[src/rtl/rbs64_seq.sv]
// rbs64_seq: multi-cycle ripple-borrow subtractor. It computes A - B - Bin one CHUNK-bit slice per clock, LSB slice first.
// Define RBS_SIGNED_OVERFLOW_EN to add the signed-overflow flag ovf_out.
module rbs64_seq #(
    parameter int WIDTH = 64,
    parameter int CHUNK = 16
) (
    input  logic             clk,
    input  logic             reset,
    input  logic [WIDTH-1:0] A_in,
    input  logic [WIDTH-1:0] B_in,
    input  logic             Bin_in,
    input  logic             in_valid,
    output logic             in_ready,
    output logic [WIDTH-1:0] DIFF_out,
    output logic             Bout_out,
    output logic             out_valid,
`ifdef RBS_SIGNED_OVERFLOW_EN
    output logic             ovf_out,
`endif
    input  logic             out_ready
);

    localparam int NCHUNK = WIDTH / CHUNK;
    localparam int CNT_W  = (NCHUNK > 1) ? $clog2(NCHUNK) : 1;
    localparam logic [CNT_W-1:0] LAST = CNT_W'(NCHUNK - 1);

    typedef enum logic [1:0] {IDLE, RUN, DONE} state_t;

    state_t                  state;
    logic [WIDTH-1:0]        a_p0;
    logic [WIDTH-1:0]        b_p0;
    logic [WIDTH-1:0]        part_p0;
    logic                    borrow_p0;
    logic [CNT_W-1:0]        cnt_p0;

    logic [CHUNK-1:0]        a_sl;
    logic [CHUNK-1:0]        b_sl;
    logic [CHUNK:0]          sub_sl;
    logic [WIDTH-1:0]        part_full;

    // The top bit of the (CHUNK+1)-bit result is the borrow out of this slice.
    function automatic logic [CHUNK:0] slice_sub(input logic [CHUNK-1:0] a,
                                                 input logic [CHUNK-1:0] b,
                                                 input logic             bin);
        return {1'b0, a} - {1'b0, b} - {{CHUNK{1'b0}}, bin};
    endfunction

    // Only one slice is subtracted per cycle. The borrow between slices is always registered.
    always_comb begin
        a_sl      = a_p0[int'(cnt_p0) * CHUNK +: CHUNK];
        b_sl      = b_p0[int'(cnt_p0) * CHUNK +: CHUNK];
        sub_sl    = slice_sub(a_sl, b_sl, borrow_p0);
        part_full = part_p0;
        part_full[int'(cnt_p0) * CHUNK +: CHUNK] = sub_sl[CHUNK-1:0];
    end

    always_ff @(posedge clk) begin
        if (reset) begin
            state     <= IDLE;
            in_ready  <= 1'b1;
            out_valid <= 1'b0;
            DIFF_out  <= '0;
            Bout_out  <= 1'b0;
            a_p0      <= '0;
            b_p0      <= '0;
            part_p0   <= '0;
            borrow_p0 <= 1'b0;
            cnt_p0    <= '0;
`ifdef RBS_SIGNED_OVERFLOW_EN
            ovf_out   <= 1'b0;
`endif
        end else begin
            case (state)
                IDLE: begin
                    if (in_valid) begin
                        a_p0      <= A_in;
                        b_p0      <= B_in;
                        borrow_p0 <= Bin_in;
                        cnt_p0    <= '0;
                        in_ready  <= 1'b0;
                        state     <= RUN;
                    end
                end
                RUN: begin
                    part_p0   <= part_full;
                    borrow_p0 <= sub_sl[CHUNK];
                    cnt_p0    <= cnt_p0 + CNT_W'(1);
                    // The results update only when the last slice completes.
                    if (cnt_p0 == LAST) begin
                        DIFF_out  <= part_full;
                        Bout_out  <= sub_sl[CHUNK];
                        out_valid <= 1'b1;
`ifdef RBS_SIGNED_OVERFLOW_EN
                        ovf_out   <= (a_p0[WIDTH-1] != b_p0[WIDTH-1]) &&
                                     (part_full[WIDTH-1] != a_p0[WIDTH-1]);
`endif
                        state     <= DONE;
                    end
                end
                DONE: begin
                    if (out_ready) begin
                        out_valid <= 1'b0;
                        in_ready  <= 1'b1;
                        state     <= IDLE;
                    end
                end
                default: state <= IDLE;
            endcase
        end
    end

endmodule

[config.mk]
export PLATFORM = sky130hd
export DESIGN_NAME = rbs64_seq
export DESIGN_NICKNAME = d
export VERILOG_FILES = /design/src/rtl/rbs64_seq.sv
export SDC_FILE = /design/constraint.sdc
export NUM_CORES = 1
export LEC_CHECK = 0
export BUFFER_PORTS_ARGS = -buffer_cell sky130_fd_sc_hd__buf_2
export CAP_MARGIN = 20
export CORE_MARGIN = 4
export CORE_UTILIZATION = 38
export DETAILED_ROUTE_END_ITERATION = 16
export GPL_TIMING_DRIVEN = 0
export PLACE_DENSITY_LB_ADDON = 0.08
export SKIP_LAST_GASP = 1
export SLEW_MARGIN = 20
export SYNTH_ARGS = -nofsm -noshare
export SYNTH_HDL_FRONTEND = slang
export SYNTH_SLANG_ARGS = --single-unit
[constraint.sdc]
create_clock -name clk -period 3.5 [get_ports clk]
set_clock_uncertainty 0.1 [all_clocks]
set_input_delay 0.175 -clock clk [delete_from_list [all_inputs] [get_ports clk]]
set_output_delay 0.175 -clock clk [all_outputs]
set_load 0.05 [all_outputs]
After elaboration in Yosys (flattened, before gate mapping)
Index checks and enable logic that the tools add are counted.
{"block": "totals", "regBits": 264, "output_inout_bits": 67, "word_cells": 49}
{"block": "op_classes", "addsub": 4, "eq_ne": 6, "shifts": 4, "mux": 15, "reduce_logical": 10}
{"cell": "variable part select 64 x 7 -> 16 bit", "count": 2}
{"cell": "bitwise mux 64 bit", "count": 1}
{"cell": "variable shift 16 x 33 -> 64 bit, first input constant", "count": 1}
{"cell": "variable part select 16 x 33 -> 64 bit", "count": 1}
{"cell": "negation 6 -> 33 bit", "count": 1}
{"cell": "subtractor 16 x 16 -> 17 bit", "count": 1}
{"cell": "subtractor 17 x 1 -> 17 bit", "count": 1}
{"cell": "AND reduction 3 bit", "count": 3}
{"cell": "two-way mux 2 bit", "count": 4}
{"cell": "!= test 2 bit, second input constant", "count": 3}
{"cell": "one-hot mux 1 bit (2 select lines)", "count": 3}
{"cell": "one-hot mux 2 bit (3 select lines)", "count": 1}
{"cell": "AND reduction 2 bit", "count": 3}
{"cell": "nonzero test 2 bit", "count": 3}
{"cell": "two-way mux 1 bit", "count": 5}
{"cell": "== test 2 bit, second input constant", "count": 2}
{"cell": "one-hot mux 2 bit (2 select lines)", "count": 1}
{"cell": "adder 2 x 1 -> 2 bit, second input constant", "count": 1}
{"cell": "== test 2 x 1 -> 1 bit, second input constant", "count": 1}
{"cell": "zero test 2 bit", "count": 1}

Longest topological paths before layout
{"block": "logic_depth", "ltp_word": 5, "mapped_depth": 15}

Worst setup path after synthesis
Ideal clock, no wire load.
{"block": "synth_path", "kind": "register to register", "startpoint": "register cnt_p0[0]", "endpoint": "register part_p0[25]", "setup_time_ps": 117, "arrival_ps": 3665, "required_time_ps": 3283, "path_slack_ps": -382, "path_stages_with_launch": 14, "period_less_slack_ps": 3882, "cell_sequence": "dfxtp_1 > buf_6 > buf_1 > mux4_2 > ha_1 > inv_1 > ha_1 > clkbuf_1 > a21o_1 > a311o_1 > a21oi_1 > nand2_1 > xor2_1 > a22o_1"}
{"block": "synth_via", "elab_chain_len": 5, "elab_cells_between_ends": 8, "classes_between": "3 x add/sub; 4 x shift; 1 x mux"}
{"item": "from (decl)", "line_no": "34", "text": "logic [CNT_W-1:0] cnt_p0;"}
{"item": "from (signal assigned)", "line_no": "87", "text": "cnt_p0 <= cnt_p0 + CNT_W'(1);"}
{"item": "variable part select 64 x 7 -> 16 bit, on equally long branches", "line_no": "50, 51"}
{"item": "subtractor 16 x 16 -> 17 bit", "line_no": "45", "text": "return {1'b0, a} - {1'b0, b} - {{CHUNK{1'b0}}, bin};"}
{"item": "subtractor 17 x 1 -> 17 bit", "line_no": "45"}
{"item": "variable part select 16 x 33 -> 64 bit", "line_no": "54", "text": "part_full[int'(cnt_p0) * CHUNK +: CHUNK] = sub_sl[CHUNK-1:0];"}
{"item": "bitwise mux 64 bit (*)", "line_no": "54"}
{"item": "to (signal assigned)", "line_no": "85", "text": "part_p0 <= part_full;"}
{"item": "to (decl)", "line_no": "32", "text": "logic [WIDTH-1:0] part_p0;"}
Mark *: on every way between the ends. The rest lies on a longest branch, timed or not.
A chain may end at the register's enable or synchronous reset.

Worst setup path in the final report
{"block": "layout_path", "startpoint": "register cnt_p0[0]", "endpoint": "register Bout_out"}
{"block": "layout_via", "elab_chain_len": 3, "elab_cells_between_ends": 6, "classes_between": "2 x add/sub; 1 x eq/ne; 2 x shift; 1 x reduce/logical"}
{"item": "variable part select 64 x 7 -> 16 bit, on equally long branches", "line_no": "50, 51"}
{"item": "subtractor 16 x 16 -> 17 bit", "line_no": "45"}
{"item": "subtractor 17 x 1 -> 17 bit", "line_no": "45"}
{"item": "to (signal assigned)", "line_no": "91", "text": "Bout_out <= sub_sl[CHUNK];"}
{"item": "to (decl)", "line_no": "15", "text": "output logic Bout_out,"}
Parallel ways exist; a longest one is shown, timed or not.

==> flow_summary.yaml <==
cts:
  clock-root-buffer: "clkbuf_16"
  h-tree-depth: 1
  insertion_delay_ps: 550
  cts.path.max_buffers: 3
  cts_sinks: 264
  cts_buffers: 29
  clkTransAtPathRegs_ps: 70
  cts_tree: "done"
timing:
  maxSlewHeadroom_pct: 34.6
  fmax_mhz: 282
  slew_viol_final: 0
  setup_ws_ps: -41.1
  tightest_slew_ps: 981
  grt_setup_unrepaired: "yes"
  timing.final.hold_violations: 0
  fin_crit_ps: 3540
  setup_viol: 8
  fin_hold_ws_ps: 22.8
  timing.final.crit_share_pct: 101
setup_path:
  path_delay_family: "compound AO/OA/AOI/OAI gates"
  crit_path_top_delay_cell: "mux4_2"
  start_kind: "flip-flop"
  crit_chain: "buf_12 -> buf_12 -> buf_4 -> mux4_2 -> inv_1 -> ha_1 -> inv_1 -> ha_4 -> a21oi_1 -> and2_4 -> a21o_1 -> o211ai_1 -> mux2i_2 -> buf_4 -> a221oi_2"
  slowest_delay_ps: 550
  cp_num_buf_inv: 6
  worstPathMaxFanout: 6
  critPathCaptureType: "flip-flop"
  crit_type: "flip-flop to flip-flop"
  cp.arrival_ps: 3900
  cp.required_ps: 3860
finish:
  syn_to_final_growth_pct: 42.8
  layout-drive-gt1-share_pct: 25.2
  final_cell_count_no_fill: 2183
  antenna_cells: 0
  fin_nets: 1942
  fill_cells: 2782
global_routing:
  grt-ovfl-total: 0
  grt_pass1_vias: 11400
  grt_max_degree: 14
  grt_pass1_wl_um: 64600
  grt_use_total_pct: 24.3
  antenna_found_initial: 0
route:
  detail-route-antenna-nets: 0
  viasPerCell: 5.29
  wl_per_cell_um: 19.5
  routed_wl_um: 42600
  vias: 11500
  drtIter0Drc: 666
  drc: 0
  drt-pass1-iter-count: 6
yosys:
  ys_seq_area_share_pct: 45.6
  ys_warn_count: 0
  syn_area_um2: 11600
  synthCells: 1374
  synth-edff-count: 0
  ys_types: 57
  avgSynthCellArea_um2: 8.44
  synth_seq_cells: 264
  ys.flop_type: "dfxtp_1"
  async_flop_share_pct: 0
  synth.net_count: 1543
placement:
  placedCellCount: 1962
  portBuffers: 198
  preCtsSetupSlack_ps: -842
  routabilityCongestion: 0.868
  dp_hpwl_um: 29900
floorplanning:
  dieArea_um2: 33400
  ioPinCount: 200
  coreArea_um2: 29900
  rows: 63
  die_h_um: 183
  die_x_um: 183
  start_util_pct: 38.8
worst_hold_path:
  hold_path_class: "input port to flip-flop"
power:
  vdd_ir_drop_max_uv: 391
  p_leak_uw: 0.00669
  p_per_area_nw_per_um2: 539
  power.total_uw: 8930
status:
  outcome: "complete, but fails checks"
  violations: "negative setup slack"
flow_run:
  maxCapViolCount: 0
-- cells in the final DEF (no fill, tap or decap), drive strengths merged, types with 15 or more instances in the layout --
master,count
buf,254
ha,34
a211oi,28
a221oi,25
clkbuf,124
o21ai,70
nor2,92
dlygate4sd3,130
dfxtp,264
inv,54
nand2,308
a21oi,190
mux4,31
nor3,15
a22oi,31
nand3,15
-- worst min-delay path: cells and delay by family --
kind | cells | cell delay (ps)
and+or+nand+nor | 1 | 90
buffers and inverters | 1 | 110
AOI/OAI and AO/OA | 2 | 240
-- per-layer routing --
| layer | GRT usage, % | part of all wire (%) | vias to the layer above |
|---|---|---|---|
| met5 | 0 | 0 | - |
| met4 | 7.63 | 3.4 | 0 |
| met3 | 3.03 | 6.3 | 82 |
| met2 | 41.1 | 47 | 434 |
| met1 | 32.6 | 43 | 5420 |
| li1 | - | - | 5612 |
-- power breakdown --
group | switching, uW | internal (uW)
Clock | 1250 | 1770
Combinational | 1520 | 1170
Sequential | 72.6 | 3140
-- worst paths after layout --
kind	from	endpoint	slack (ps)	cells after the start
setup / recovery	cnt_p0[0]	Bout_out	-40	15
hold / removal	in_valid	in_ready	20	4
setup reg to reg	cnt_p0[0]	Bout_out	-40	15
hold reg to reg	part_p0[42]	part_p0[42]	340	2
-- synthesized netlist by cell type, drive strengths merged, types with 2 or more instances --
cell     count  share of area, %
nand2      308                10
dfxtp      264                46
a21oi      190               8.3
nor2        92               3.0
clkbuf      84               2.7
o21ai       70               3.0
inv         54               1.7
ha          34               3.7
a22oi       31               2.0
mux4        31               6.0
a211oi      28               1.8
a221oi      25               1.9
nand3       15              0.65
nor3        15              0.69
a22o        13              0.98
buf         13              0.58
a32oi       10              0.75
and3        10              0.54
o22ai        8              0.43
nand2b       7              0.38
o211ai       6              0.43
or3          6              0.32
and4         5              0.38
xor2         5              0.38
a21o         4              0.26
and2         4              0.22
mux2i        4              0.35
nor2b        4              0.22
xnor2        4              0.30
nand4        3              0.16
nor4         3              0.16
o21a         3              0.19
a2111oi      2              0.31
a211o        2              0.15
a21boi       2              0.13
fa           2              0.35
or4          2              0.13
-- flip-flops by register name (all words and copies together), names as in the netlist --
register and cells:
part_p0 64, a_p0 64, Bout_out 1, state 2
b_p0 64, in_ready 1, out_valid 1, cnt_p0 2
borrow_p0 1, DIFF_out 64
-- layout make-up --
type	count	area, um2	area share [%]
Inverter	55	216	1.31
Clock buffer	43	828	5.00
Multi-Input combinational cell	958	6460	39.0
Sequential cell	264	5290	31.9
Timing Repair Buffer	372	2730	16.5
Buffer	93	457	2.76
Clock inverter	8	93.8	0.566
Tap cell	390	488	2.95
-- per-stage QoR --
stage / area [um2] / utilization [%] / TNS [ps]
after CTS: 16100 / 53.8 / -351
after global placement: 13100 / 43.8 / -75380
final: 16600 / 55.5 / -193
after floorplan: 11600 / - / 0
after detailed placement: 13100 / 43.8 / -76660
after global routing: 16600 / 55.5 / -2950
-- cell families after synthesis --
kind of cell,synth area share [%]
simple gates,17.0
compound gates,21.2
flops,45.6
buf+inv,5.08
mux,6.46
fa+ha+maj,4.01
xor+xnor,0.679
-- what timing repair did --
action | in CTS | in global routing
buffers inserted | 32 | 12
gates cloned | 1 | 0
hold buffers | 130 | 0
pin swaps | 33 | 51
gates resized for setup | 107 | 93
endpoints found under the setup margin | 123 | 88
endpoints found under the hold margin | 132 | 0
Note: power is estimated with default switching activity, not from simulation.
